[config.mk]
export PLATFORM = sky130hd
export DESIGN_NAME = mmss_countdown_controller
export DESIGN_NICKNAME = d
export VERILOG_FILES = /design/src/rtl/mmss_countdown_controller.sv
export SDC_FILE = /design/constraint.sdc
export NUM_CORES = 1
export LEC_CHECK = 0
export CAP_MARGIN = 15
export CORE_ASPECT_RATIO = 1.25
export CORE_MARGIN = 1
export CORE_UTILIZATION = 57
export CTS_BUF_LIST = sky130_fd_sc_hd__clkbuf_8
export CTS_CLUSTER_DIAMETER = 30
export DETAILED_ROUTE_END_ITERATION = 12
export PLACE_DENSITY = 0.88
export SYNTH_ARGS = -nofsm -noshare
export SYNTH_HDL_FRONTEND = slang
export SYNTH_SLANG_ARGS = --single-unit
[constraint.sdc]
create_clock -name Clock -period 6.39 [get_ports Clock]
set_input_delay 0.9585 -clock Clock [delete_from_list [all_inputs] [get_ports Clock]]
set_output_delay 0.9585 -clock Clock [all_outputs]
set_load 0.05 [all_outputs]
[src/rtl/mmss_countdown_controller.sv]
// BCD MM:SS countdown with start/pause/load control and a timed alarm.
// All outputs are registered; one tick of the 1 Hz time base decrements one second.
module mmss_countdown_controller #(
  parameter int AlarmTicks = 10
) (
  input  logic       Clock,
  input  logic       Reset,
  input  logic       Tick,
  input  logic       Start,
  input  logic       Load,
  input  logic [7:0] SetMin,
  input  logic [7:0] SetSec,
  output logic [7:0] MinBCD,
  output logic [7:0] SecBCD,
  output logic       Running,
  output logic       Done,
  output logic       Alarm
);

  typedef enum logic [1:0] {IDLE, RUN, PAUSE, ALARM} state_t;

  localparam logic [7:0] ALM_LAST = 8'(AlarmTicks - 1);

  state_t     state_q;
  logic [7:0] min_q, sec_q, alm_cnt_q;
  logic       run_q, done_q, alarm_q;

  logic [7:0] min_dec_d, sec_dec_d, min_ld_d, sec_ld_d;
  logic       dec_zero_d, cnt_zero_d;

  function automatic logic [3:0] clamp_digit(input logic [3:0] d, input logic [3:0] max);
    return (d > max) ? max : d;
  endfunction

  always_comb begin
    min_ld_d = {clamp_digit(SetMin[7:4], 4'd9), clamp_digit(SetMin[3:0], 4'd9)};
    sec_ld_d = {clamp_digit(SetSec[7:4], 4'd5), clamp_digit(SetSec[3:0], 4'd9)};
  end

  // Borrow chain across the four digits; 00:00 saturates rather than wrapping.
  always_comb begin
    min_dec_d = min_q;
    sec_dec_d = sec_q;
    if (sec_q[3:0] != 4'd0) begin
      sec_dec_d[3:0] = sec_q[3:0] - 4'd1;
    end else if (sec_q[7:4] != 4'd0) begin
      sec_dec_d = {sec_q[7:4] - 4'd1, 4'd9};
    end else if (min_q != 8'h00) begin
      sec_dec_d = 8'h59;
      if (min_q[3:0] != 4'd0) min_dec_d[3:0] = min_q[3:0] - 4'd1;
      else                    min_dec_d = {min_q[7:4] - 4'd1, 4'd9};
    end
  end

  assign dec_zero_d = (min_dec_d == 8'h00) && (sec_dec_d == 8'h00);
  assign cnt_zero_d = (min_q == 8'h00) && (sec_q == 8'h00);

  always_ff @(posedge Clock) begin
    if (Reset) begin
      state_q   <= IDLE;
      min_q     <= 8'h00;
      sec_q     <= 8'h00;
      alm_cnt_q <= 8'd0;
      run_q     <= 1'b0;
      done_q    <= 1'b0;
      alarm_q   <= 1'b0;
    end else begin
      done_q <= 1'b0;
      if (Load) begin
        min_q     <= min_ld_d;
        sec_q     <= sec_ld_d;
        state_q   <= IDLE;
        run_q     <= 1'b0;
        alarm_q   <= 1'b0;
        alm_cnt_q <= 8'd0;
      end else begin
        case (state_q)
          IDLE: begin
            if (Start && !cnt_zero_d) begin
              state_q <= RUN;
              run_q   <= 1'b1;
            end
          end
          RUN: begin
            if (Tick) begin
              min_q <= min_dec_d;
              sec_q <= sec_dec_d;
            end
            // Reaching zero beats a simultaneous pause request.
            if (Tick && dec_zero_d) begin
              state_q   <= ALARM;
              run_q     <= 1'b0;
              done_q    <= 1'b1;
              alarm_q   <= 1'b1;
              alm_cnt_q <= 8'd0;
            end else if (Start) begin
              state_q <= PAUSE;
              run_q   <= 1'b0;
            end
          end
          PAUSE: begin
            if (Start) begin
              state_q <= RUN;
              run_q   <= 1'b1;
            end
          end
          ALARM: begin
            if (Start) begin
              state_q   <= IDLE;
              alarm_q   <= 1'b0;
              alm_cnt_q <= 8'd0;
            end else if (Tick) begin
              if (alm_cnt_q == ALM_LAST) begin
                state_q   <= IDLE;
                alarm_q   <= 1'b0;
                alm_cnt_q <= 8'd0;
              end else begin
                alm_cnt_q <= alm_cnt_q + 8'd1;
              end
            end
          end
          default: begin
            state_q <= IDLE;
            run_q   <= 1'b0;
            alarm_q <= 1'b0;
          end
        endcase
      end
    end
  end

  assign MinBCD  = min_q;
  assign SecBCD  = sec_q;
  assign Running = run_q;
  assign Done    = done_q;
  assign Alarm   = alarm_q;

endmodule

==> results_dict.tcl <==
set metrics [dict create \
    status "finished clean" \
    synth_largest_area_cell "dfxtp_1" \
    timing_worst_slew_pin_value_ns 1.02 \
    cts_tree "yes" \
    worstSetupEndpointType "flip-flop" \
    area_growth_syn_to_layout_pct 24.2 \
    async_flop_share_pct 0 \
    vias_per_cell 6.34 \
    die_h_um 67.2 \
    fp.dieArea_mm2 0.00364 \
    vias 2112 \
    worstSetupStartpointType "flip-flop" \
    yosys.cell_count.top_type "nor2_1" \
    wirelength_met1_um 2080 \
    initial_utilization_pct 60.1 \
    post_synth_most_frequent_cells "nor2_1 (34), dfxtp_1 (29), a21oi_1 (22)" \
    data_arrival_time_of_the_critical_path_ns 3.61 \
    grt_usage_pct 29.1 \
    clk_path_buf_depth 2 \
    antenna_found_initial 0 \
    ys_seq_area_share_pct 30.0 \
    clock_skew_ns 0.00380 \
    met2_length_um 2510 \
    max-cap-violations 0 \
    grt_first_pass_wirelength_um 7890 \
    ctsRootBufferMaster "clkbuf_8" \
    postCtsSetupRepairBufs 0 \
    synthesis.nets 291 \
    hpwlAfterDp_um 3570 \
    finalWorstPathRequiredPeriod_ns 3.40 \
    numCtsBuffers 5 \
    nets_finish 323 \
    postSynthRegisterBits 29 \
    timing.max_slew.rel_slack_pct 32.1 \
    utilization_pct 74.7 \
    clk_pin_slew_ns 0.06 \
    boundaryPins 40 \
    power_density_mw_per_mm2 198 \
    routabilityCongestion 0.925 \
    fmax_mhz 294 \
    firstDrtPassIters 4 \
    detail-route-antenna-nets 0 \
    fillCellCount 254 \
    insertedDiodeCount 0 \
    netlist-cell-type-count 47 \
    num_rows 23 \
    drt_first_iter_violations 87 \
    layout-drive-gt1-share_pct 5.07 \
    sequential_cell_area_um2 581 \
    drv_slew 0 \
    cts.hold.buffers_added 0 \
    wirelength_per_cell_um 14.9 \
    ctsResizeCount 0 \
    finalCritPeriodShare_pct 53.1 \
    grt_setup_unrepaired "false" \
    finalHoldViolCount 0 \
    peakVddDrop_mv 0.159 \
    fp.coreArea_mm2 0.00322 \
    crit_required_ns 6.60 \
    portBuffers 39 \
    static-leakage-power_uw 0.000841 \
    clock_sink_count 29 \
    min_path_type "flip-flop to flip-flop" \
    setup.worst_path.class "flip-flop to flip-flop" \
    first_global_vias 1848 \
    yosys_warn_count 0 \
    drc 0 \
    grt.overflow.total 0 \
    syn-mean-instance-area_um2 7.34 \
    cts_max_level 2 \
    post-synth-top-area-fraction_pct 30.0 \
    totalWireLength_um 4970 \
    postSynthCellCount 264 \
    syn-cell-area_mm2 0.00194 \
    maxUsedRoutingLayer "met4" \
    met3_length_um 274 \
    grt_max_degree 31 \
    final_number_of_setup_violating_endpoints 0 \
    die_width_um 54.1 \
    postSynth.topFlopCell "dfxtp_1" \
    dominant_cells_by_area_after_synthesis "dfxtp_1 (30%), nor2_1 (6.6%), a21oi_1 (5.7%)" \
    multi_input_area_mm2 0.00123 \
    clock_latency_ns 0.28 \
    setup_tns_ns 0 \
    synth_enable_flop_cells 0 \
    worst-path-max-fanout 13 \
]
## metrics by stage
stage	hold slack (ns)	instance area (µm²)	std cells	power [µW]	setup WS, ns
after detailed placement	0.457	2320	326	326	3.02
after floorplan	0.457	1940	264	285	3.22
final	0.463	2410	333	476	2.99
after global placement	0.449	2320	326	324	3.12
after CTS	0.466	2410	333	475	3.03
after global routing	0.508	2410	333	496	2.74
## flip-flops by register name (all words and copies together), names as in the netlist
name / cells
Alarm: 1
Done: 1
MinBCD: 8
Running: 1
SecBCD: 8
alm_cnt_q: 8
state_q: 2
## cells in the final DEF (no fill, tap or decap), types with 2 or more instances in the layout
master / synthesis / layout
or3b_2: 3 / 3
nor3_1: 10 / 10
o31ai_1: 2 / 2
o21bai_1: 2 / 2
and3_1: 3 / 3
nor3b_2: 2 / 2
nor2b_1: 3 / 3
nor2_1: 34 / 34
dfxtp_1: 29 / 29
inv_1: 16 / 17
nand4b_1: 2 / 2
or4_1: 4 / 4
o32a_1: 3 / 3
mux2i_1: 4 / 4
nor4b_1: 2 / 2
nand2b_1: 2 / 2
a21oi_1: 22 / 22
a211oi_1: 11 / 11
a311oi_1: 2 / 2
nand3b_1: 2 / 2
o21ai_0: 21 / 21
nand2_1: 18 / 18
ha_1: 6 / 6
clkdlybuf4s50_1: 0 / 39
a31oi_1: 5 / 5
nand4_1: 7 / 7
clkbuf_8: 0 / 6
nand3_1: 12 / 12
a211o_1: 2 / 2
or3_1: 4 / 4
## power breakdown
part / internal [µW] / total [µW] / leakage (µW) / switching [µW]
clock network: 83.6 / 151 / 0.0000485 / 67.4
logic: 51.1 / 125 / 0.000556 / 74.4
registers: 187 / 199 / 0.000237 / 12.0
total: 322 / 476 / 0.000841 / 154
## worst max-delay path: stages (launching register included)
cell and delay [ns]:
dfxtp_1 0.38, inv_1 0.09, ha_1 0.27, nor3b_2 0.65, nand4_1 0.21, mux2i_1 0.31
nand4_1 0.20, o32a_1 0.51, or4_1 0.54, o22ai_1 0.15
## final cells by class
class / count / area share, %
inverter: 16 / 2.50
clock buffer: 6 / 3.43
multi-input combinational: 204 / 51.3
tap: 37 / 1.92
clock inverter: 1 / 0.156
timing repair buffer: 40 / 16.5
sequential: 29 / 24.1
## metal layers
layer	track usage (%)	vias up
li1	-	1033
met1	33.7	991
met2	48.2	74
met3	7.43	14
met4	15.1	0
met5	0	-
## final timing paths
check	depth (start not counted)	slack, ns	startpoint	endpoint
worst min register to register	2	0.46	Alarm	Alarm
worst max register to register	9	2.99	SecBCD[0]	alm_cnt_q[6]
worst max-delay path	9	2.99	SecBCD[0]	alm_cnt_q[6]
worst min-delay path	2	0.46	Alarm	Alarm
## logic make-up after synthesis
| logic type | share of synthesized area (%) |
|---|---|
| AND/OR/NAND/NOR | 31.3 |
| AO/OA/AOI/OAI | 25.5 |
| buffers and inverters | 6.27 |
| flip-flops | 30.0 |
| adder cells (fa/ha/maj) | 3.88 |
| multiplexers | 2.65 |
| XOR/XNOR | 0.452 |
Power figures use the tool's default switching activity.
